**src/rtl/rf_write_arbiter.sv**
```systemverilog
// Round-robin arbiter sharing one register-file write port among NREQ execution units.
// Grants are combinational; the granted write is registered onto the reg_file port.
module rf_write_arbiter #(
  parameter int unsigned NREQ = 5,
  parameter int unsigned DW   = 32,
  parameter int unsigned AW   = 5
) (
  input  logic                  clk,
  input  logic                  reset,
  input  logic                  hold,
  input  logic [NREQ-1:0]       req_valid,
  input  logic [NREQ*AW-1:0]    req_addr,
  input  logic [NREQ*DW-1:0]    req_data,
  output logic [NREQ-1:0]       req_ready,
  output logic                  wr_en,
  output logic [AW-1:0]         wr_addr,
  output logic [DW-1:0]         wr_data,
  output logic [(1<<AW)-1:0]    pend_mask,
  output logic [2:0]            grant_idx
);

  localparam int unsigned PW   = (NREQ > 1) ? $clog2(NREQ) : 1;
  localparam int unsigned NREG = 1 << AW;

  logic [PW-1:0] ptr;
  logic [PW:0]   scan_idx;
  logic          gnt_found_c;
  logic [PW-1:0] gnt_sel_c;
  logic [NREQ-1:0] ready_c;

  // Scan from ptr upward (mod NREQ); first valid requester wins. Data never feeds this path.
  always_comb begin
    ready_c     = '0;
    gnt_found_c = 1'b0;
    gnt_sel_c   = '0;
    scan_idx    = '0;
    if (!hold) begin
      for (int k = 0; k < NREQ; k++) begin
        scan_idx = {1'b0, ptr} + (PW+1)'(k);
        if (scan_idx >= (PW+1)'(NREQ))
          scan_idx = scan_idx - (PW+1)'(NREQ);
        if (!gnt_found_c && req_valid[scan_idx[PW-1:0]]) begin
          gnt_found_c = 1'b1;
          gnt_sel_c   = scan_idx[PW-1:0];
        end
      end
      if (gnt_found_c)
        ready_c[gnt_sel_c] = 1'b1;
    end
  end

  assign req_ready = ready_c;

  // Pointer and write-port register; an in-flight write is discarded by reset.
  always_ff @(posedge clk or negedge reset) begin
    if (!reset) begin
      ptr       <= '0;
      wr_en     <= 1'b0;
      wr_addr   <= '0;
      wr_data   <= '0;
      grant_idx <= '0;
    end else if (gnt_found_c) begin
      ptr       <= (gnt_sel_c == PW'(NREQ-1)) ? '0 : gnt_sel_c + PW'(1);
      wr_en     <= 1'b1;
      wr_addr   <= req_addr[gnt_sel_c*AW +: AW];
      wr_data   <= req_data[gnt_sel_c*DW +: DW];
      grant_idx <= 3'(gnt_sel_c);
    end else begin
      wr_en <= 1'b0;
    end
  end

  // Registers with a write either still requested or sitting on the write port.
  always_comb begin
    pend_mask = '0;
    for (int i = 0; i < NREQ; i++) begin
      if (req_valid[i])
        pend_mask[req_addr[i*AW +: AW]] = 1'b1;
    end
    if (wr_en)
      pend_mask[wr_addr] = 1'b1;
  end

  logic unused_nreg;
  assign unused_nreg = (NREG == 0);

endmodule

```
**config.mk**
```make
export PLATFORM = sky130hd
export DESIGN_NAME = rf_write_arbiter
export DESIGN_NICKNAME = d
export VERILOG_FILES = /design/src/rtl/rf_write_arbiter.sv
export SDC_FILE = /design/constraint.sdc
export NUM_CORES = 1
export LEC_CHECK = 0
export ABC_CLOCK_PERIOD_IN_PS = 6800
export CORE_UTILIZATION = 42
export CTS_CLUSTER_SIZE = 12
export DETAILED_ROUTE_END_ITERATION = 6
export PLACE_DENSITY = 0.86
export SYNTH_ARGS = -nofsm -noshare
export SYNTH_HDL_FRONTEND = slang
export SYNTH_SLANG_ARGS = --single-unit
```
**constraint.sdc**
```tcl
create_clock -name clk -period 6.8 [get_ports clk]
set_input_delay 2.04 -clock clk [delete_from_list [all_inputs] [get_ports clk]]
set_output_delay 2.04 -clock clk [all_outputs]
set_load 0.01 [all_outputs]
```
# Yosys cells after proc, flatten, opt, wreduce, memory -nomap -nowiden
# Cells that the tools add are included.
# Widths: inputs -> output; s select.
[word_totals]
reg_bits = 44
in_bits = 193
output_inout_bits = 78
word_cells = 125
[op_classes]
addsub = 10
multipliers = 1
n_lt_le_gt_ge = 24
eq_ne = 1
shifts = 2
muxes = 62
bitwise_logic = 5
reduce_logical = 15
[op_table]
columns = ["operator", "n"]
rows = [
  ["$mux 32", 6],
  ["$or 32x32->32", 5],
  ["$shiftx 160x9->32", 1],
  ["$mux 3", 18],
  ["$lt 5x6->1 const B", 6],
  ["$demux 1 s5", 6],
  ["$ge 5x1->1 const B", 6],
  ["$shiftx 25x7->5", 1],
  ["$lt 3x4->1 const B", 6],
  ["$mux 1", 24],
  ["$ge 4x3->1 const B", 4],
  ["$bmux 1 s3", 5],
  ["$sub 3x3->3 const B", 5],
  ["$logic_and 1x1->1", 11],
  ["$mux 5", 2],
  ["$add 3x2->4 const B", 2],
  ["$mul 3x3->6 const B", 1],
  ["$add 3x1->4 const B", 1],
  ["$add 3x3->4 const B", 1],
  ["$logic_not 1->1", 4],
  ["$add 3x1->3 const B", 1],
  ["$demux 1 s3", 1],
  ["$eq 3x3->1 const B", 1],
  ["$ge 3x1->1 const B", 1],
  ["$ge 3x3->1 const B", 1],
]

# Logic depth before layout (Yosys ltp)
# Gate-level depths: netlist of the first run.
[logic_depth]
depth_word = 29
depth_mapped = 19
mapped_depth_nobuf = 17

# Worst setup path before layout of the first run
# Ideal clock, no wire load.
[synth_timing]
path_type = "input to output"
from = "in req_valid[0]"
to = "out req_ready[2]"
t_arrival_ps = 4420
required_time_ps = 4760
path_slack_ps = 340
cell_stages = 10
n_path_buf = 3
path_cell_list = "clkbuf_1 > o21a_1 > or4_4 > a21oi_4 > nand3_2 > nor4_4 > a21oi_2 > buf_4 > buf_4 > nor3b_1"
[synth_via]
elab_chain_cells = 26
word_cells_on_any_way = 41
cone_classes = "order compare: 2; mux: 30; reduce/logical: 9"
[synth_lines]
columns = ["item", "line_no", "text"]
rows = [
  ["start: declaration", "11", "input logic [NREQ-1:0] req_valid,"],
  ["$bmux 1 s3", "42", "if (!gnt_found_c && req_valid[scan_idx[PW-1:0]]) begin"],
  ["$mux 1 (not written as such)", "42", ""],
  ["$mux 1", "42", ""],
  ["$mux 1", "37", "if (!hold) begin"],
  ["$logic_not 1->1", "42", ""],
  ["$logic_and 1x1->1", "42", ""],
  ["$mux 1", "42", ""],
  ["$mux 1", "37", ""],
  ["[... 10 more ...]", "n/a", ""],
  ["$mux 3", "42", ""],
  ["$mux 3", "37", ""],
  ["$lt 3x4->1 (not written as such) or $ge 3x1->1 (tied branches)", "48", "ready_c[gnt_sel_c] = 1'b1;"],
  ["$logic_and 1x1->1 (not written as such)", "48", ""],
  ["$mux 1 (not written as such)", "48", ""],
  ["$demux 1 s3", "48", ""],
  ["$mux 5 (*)", "47", "if (gnt_found_c)"],
  ["$mux 5 (*)", "37", ""],
  ["end: declaration", "14", "output logic [NREQ-1:0] req_ready,"],
]
# Mark *: on every way between the ends. The rest lies on a longest branch, timed or not. The select of a mux whose other input is x is not followed.

# Worst setup path in the final report of the first run
[layout_timing]
from = "in req_valid[2]"
to = "out req_ready[0]"
# Same word-level chain as after synthesis.

==> flow_summary.yaml, run 1 <==
run_status:
  status: "finished clean"
cts:
  clock_sinks: 44
  clk_pin_slew_worst_paths_ns: 0.06
  clk_path_buf_depth: 2
  numCtsBuffers: 5
  cts_hold_buf: 0
  htree_levels: 2
  post_cts_buffers: 0
  insertion_delay_ns: 0.29
  root_buffer: "clkbuf_16"
  cts_tree: "yes"
routing:
  ant_nets: 0
  drtIter0Drc: 1172
  dr.pass1.iters: 6
  drc: 0
  vias: 7423
  wirelength_met1_um: 9460
  wl_um: 24800
  route.met2.wl_um: 11600
  top_layer: "met4"
  vias_per_cell: 6.45
  wl_met3_um: 2670
  wl_per_cell_um: 21.6
layout:
  n_antenna_cell: 0
  mostFrequentLayoutCell: "clkdlybuf4s50_1"
  fin_area_um2: 8710
  finalNetCount: 1181
  drive_above_1_share_pct: 9.00
  area_growth_pct: 57.0
  fillers: 1061
  mostFrequentLayoutCells: "clkdlybuf4s50_1 (262), o22ai_1 (64), nor2_1 (54), dfrtp_1 (44), buf_4 (44)"
setup_path:
  cp-startpoint: "req_valid[2]"
  crit_arrival_ns: 4.64
  critPathTopFamily: "buffers and inverters"
  crit_path_max_incr_delay_ns: 0.50
  start_kind: "input port"
  path_common_cell: "buf_4"
  required_ns: 4.76
  path_cells: "clkdlybuf4s50_1, buf_4, mux4_2, a21oi_2, nor4_4, a211o_1, buf_4, a221oi_4, nor2b_1, dlygate4sd2_1"
  r2r_start: "ptr[1]"
  path_class: "input port to primary output"
  worst_path_max_delay_cell: "mux4_2"
  crit_path_max_fanout: 6
  critical_path_buf_inv_count: 4
  cp-end-kind: "primary output"
synth:
  ys_seq_elements: 44
  ys_types: 69
  synth_edf_count: 0
  synth_ff_type: "dfrtp_1"
  syn_nets: 924
  synth_area_um2: 5550
  postSynth.asyncResetShare_pct: 100
  synthTopCellsByArea: "dfrtp_1 (20%), o22ai_1 (7.2%), mux2i_1 (6.7%), o221ai_1 (5.1%), o211ai_1 (4.7%)"
  synth_top_area_share_pct: 19.8
  synthCells: 721
  yosysTopAreaCell: "dfrtp_1"
  synth.avg_cell_area_um2: 7.69
  synth.yosys.warnings: 0
  ys_seq_area_share_pct: 19.8
sta:
  max_freq_mhz: 150
  fin_crit_sh_pct: 98.2
  setup_viol: 0
  worst_pin_slew_ns: 1.07
  rsz0062_at_grt: "no"
  relSlewSlack_pct: 28.8
  drv_slew: 0
  finalHoldViolCount: 0
  post-route-min-period_ns: 6.68
  fin_skew_ns: 0.00459
  hold_ws_ns: 0.485
floorplanning:
  initial_core_util_pct: 43.4
  io_pins: 271
  rows: 41
  core_um2: 12800
  dieWidth_um: 117
  die_h_um: 117
  dieArea_um2: 13700
placed_design:
  placed_cell_area_um2: 8540
  gp_congestion: 1.01
  hpwl_um: 18300
  port_buffers: 270
global_route:
  antenna_found_initial: 0
  gr-total-overflow: 0
  grt_use_total_pct: 35.9
  grt_pass1_wl_um: 37600
  grt_max_degree: 70
  grt_pass1_vias: 7023
pwr:
  ir_worst_vdd_uv: 609
  p_per_area_nw_per_um2: 609
  p_leak_uw: 0.00333
hold_path:
  hold_class: "flip-flop to flip-flop"
  min-delay-start: "grant_idx[1]"
job:
  max-cap-violations: 0
kinds of logic (layout without fill, tap and decap cells):
kind of cell             count (synthesis)  in the layout  share of synthesized area (%)
buffers and inverters                   79            336                           6.25
flip-flops                              44             44                           19.8
multiplexers                            45             45                           8.50
AND/OR/NAND/NOR                        231            231                           22.9
XOR/XNOR                                 1              1                          0.158
adder cells (fa/ha/maj)                 10             10                           2.39
AO/OA/AOI/OAI                          311            311                           39.9
synth_stat cells (10+ instances only):
cell,n
a21boi_0,34
a21oi_1,12
a22oi_1,33
and3_1,34
buf_2,10
clkbuf_1,43
dfrtp_1,44
inv_1,14
mux2i_1,37
nand2_1,32
nand3_1,32
nand3b_1,26
nor2_1,56
o211ai_1,35
o21ai_0,13
o21ai_1,35
o221ai_1,32
o22ai_1,64
or3_1,11
or3b_2,10
path summary, 6_finish.rpt:
path                                      to  slack [ns]  cells past startpoint
worst max register to register        ptr[2]        2.18                     14
worst min register to register  grant_idx[1]        0.48                      2
worst min-delay path            grant_idx[1]        0.48                      2
max in group asynchronous        wr_data[31]        4.19                      1
worst max-delay path            req_ready[0]        0.12                     10
min in group asynchronous       grant_idx[2]        1.93                      1
sequential cells by signal (all words and copies together), names as in the netlist:
name,count
wr_data,32
wr_addr,5
grant_idx,3
ptr,3
wr_en,1
worst reg2reg max path, cell delays in order, from the launching register on:
cell and delay [ns]:
dfrtp_1 0.63, ha_1 0.25, inv_1 0.06, fa_1 0.41, a21oi_1 0.41, mux2i_1 0.42
a21boi_0 0.34, o21ai_2 0.15, nor4_4 0.33, nand2b_1 0.16, and2_1 0.22, nand2_1 0.50
ha_1 0.27, inv_1 0.05, a221o_1 0.31
per-stage QoR:
step                      total power, uW  setup slack [ns]  TNS [ns]  std cells  util, %
final                                5300             0.122         0       1150     68.2
after global routing                 5690           0.00630         0       1150     68.2
after CTS                            5240            0.0431         0       1150     67.9
after detailed placement             4990            -0.249    -0.985       1143     66.9
after global placement               4940            -0.263    -0.967       1143     66.9
after floorplan                      3490             0.340         0        721        -
power breakdown:
part           switching, uW  leakage, uW  total [uW]  internal, uW
logic                   2490      0.00273        4500          2010
clock network            104    0.0000667         238           134
registers                126     0.000534         561           435
total                   2720      0.00333        5300          2580
area by class of cell:
cell class / instances / area (um^2) / share of cell area, %
Timing Repair Buffer: 314 / 3030 / 34.8
Sequential cell: 44 / 1100 / 12.6
Multi-Input combinational cell: 598 / 4180 / 48.0
Inverter: 15 / 56.3 / 0.646
Tap cell: 172 / 215 / 2.47
Clock buffer: 6 / 129 / 1.48
Clock inverter: 1 / 5.00 / 0.0575
metal layers:
| metal | track usage, % | vias up |
|---|---|---|
| met1 | 45.0 | 3410 |
| met2 | 58.3 | 555 |
| met4 | 16.4 | 0 |
| met5 | 0 | - |
| met3 | 8.86 | 94 |
| li1 | - | 3364 |
repair_timing:
action	in CTS	in global routing
endpoints found under the setup margin	5	3
pin swaps	2	0
resized for setup	8	6
No activity file was read; power rests on OpenSTA's default activity.
==> run 2, diff against run 1 <==
- SETUP_SLACK_MARGIN: default -> 0.4
==> flow_summary.yaml, run 2 (synthesized netlist as in run 1, its figures left out) <==
cts:
  root_buffer: "clkbuf_16"
  clock_sinks: 44
  clk_path_buf_depth: 2
  numCtsBuffers: 5
  cts_hold_buf: 0
  insertion_delay_ns: 0.29
  cts_tree: "yes"
  htree_levels: 2
  clk_pin_slew_worst_paths_ns: 0.06
sta:
  relSlewSlack_pct: 31.8
  post-route-min-period_ns: 6.35
  drv_slew: 0
  finalHoldViolCount: 0
  rsz0062_at_grt: "yes"
  worst_pin_slew_ns: 1.02
  fin_crit_sh_pct: 93.3
  setup_viol: 0
  max_freq_mhz: 158
  fin_skew_ns: 0.00687
global_route:
  grt_use_total_pct: 37.0
  grt_pass1_wl_um: 38400
  gr-total-overflow: 0
  antenna_found_initial: 0
  grt_max_degree: 70
  grt_pass1_vias: 7239
layout:
  n_antenna_cell: 0
  largest_reg_flops: 32
  finalNetCount: 1185
  mostFrequentLayoutCells: "clkdlybuf4s50_1 (260), o22ai_1 (64), nor2_1 (54), buf_4 (47), dfrtp_1 (43)"
  area_growth_pct: 57.8
  layout.cells.non_filler: 1155
  fin_area_um2: 8750
  fillers: 1039
  largest_register: "wr_data"
  drive_above_1_share_pct: 10.5
  top_regs: "wr_data (32), wr_addr (5)"
  mostFrequentLayoutCell: "clkdlybuf4s50_1"
pwr:
  ir_worst_vdd_uv: 640
  p_per_area_nw_per_um2: 607
  total_power_uw: 5310
  p_leak_uw: 0.00335
routing:
  ant_nets: 0
  drc: 0
  vias_per_cell: 6.53
  vias: 7539
  wl_um: 25900
  drtIter0Drc: 1128
  dr.pass1.iters: 6
  wl_per_cell_um: 22.4
run_status:
  status: "finished clean"
hold_path:
  hold_class: "flip-flop to flip-flop"
floorplanning:
  initial_core_util_pct: 43.4
  dieWidth_um: 117
  rows: 41
  die_h_um: 117
  core_um2: 12800
  dieArea_um2: 13700
  io_pins: 271
setup_path:
  crit_path_max_incr_delay_ns: 0.47
  critPathTopFamily: "buffers and inverters"
  worst_path_max_delay_cell: "clkdlybuf4s50_1"
  start_kind: "input port"
  crit_path_max_fanout: 5
  critical_path_buf_inv_count: 4
  required_ns: 4.76
  path_common_cell: "buf_4"
  cp-end-kind: "primary output"
  path_class: "input port to primary output"
  crit_arrival_ns: 4.31
  path_cells: "dlygate4sd2_1, buf_4, nand2_1, nor2_1, a32oi_1, o21ai_1, buf_4, o41a_1, a22oi_2, nor2_4, clkdlybuf4s50_1"
placed_design:
  hpwl_um: 18700
  placed_cells: 1140
  placed_cell_area_um2: 8520
  gp_congestion: 0.988
  port_buffers: 270
job:
  max-cap-violations: 0
run 2: cell types whose count changed in the layout (fill, tap and decap cells not counted), sizes merged:
| cell | before | now |
|---|---|---|
| clkinv | 1 | 2 |
| buf | 45 | 52 |
| dlymetal6s2s | 2 | 0 |
| dlygate4sd2 | 5 | 4 |
| clkbuf | 6 | 7 |
| clkdlybuf4s50 | 262 | 260 |
| clkdlybuf4s15 | 0 | 1 |
run 2: power breakdown:
part / internal, uW / switching [uW] / leakage [uW]
Clock: 145 / 104 / 0.0000766
Combinational: 1970 / 2530 / 0.00274
Sequential: 435 / 131 / 0.000533
run 2: worst min-delay path, cell delays in order, from the launching register on:
cell and delay, ns:
dfrtp_1 0.34, nand2_1 0.05, nand2_1 0.06
run 2: through the flow:
step | util [%] | TNS (ns) | setup slack [ns] | hold WS, ns
final | 68.5 | 0 | 0.453 | 0.480
after global routing | 68.5 | 0 | 0.327 | 0.515
after CTS | 68.4 | 0 | 0.353 | 0.479
after detailed placement | 66.7 | -0.544 | -0.208 | 0.463
after global placement | 66.7 | -0.380 | -0.148 | 0.459
after floorplan | - | 0 | 0.459 | 0.515
run 2: final timing paths:
kind,start,to,slack (ns),cells past startpoint
setup / recovery,req_valid[4],req_ready[4],0.45,11
hold / removal,grant_idx[1],grant_idx[1],0.48,2
setup reg to reg,ptr[1],wr_addr[2],2.25,14
hold reg to reg,grant_idx[1],grant_idx[1],0.48,2
max in group asynchronous,reset,ptr[1],4.18,1
min in group asynchronous,reset,grant_idx[2],1.93,1
run 2: what timing repair did:
item	in CTS	in global routing
pin swaps	3	2
resized for setup	22	10
buffers inserted	4	3
endpoints found under the setup margin	6	4
run 2: final cells by class:
type	instances	area (um^2)	share of cell area, %
clock inverters	2	10.0	0.114
flip-flops and latches	44	1100	12.6
repair buffers	318	3050	34.8
clock buffers	6	139	1.59
inverters	15	56.3	0.643
well taps	172	215	2.46
multi-input cells	598	4190	47.8
run 2: layer usage:
metal / GRT usage (%) / up-vias / share of wire [%]
li1: - / 3374 / -
met1: 42.5 / 3477 / 36
met2: 60.8 / 567 / 47
met3: 11.9 / 121 / 12
met4: 20.9 / 0 / 5.3
met5: 0 / - / 0
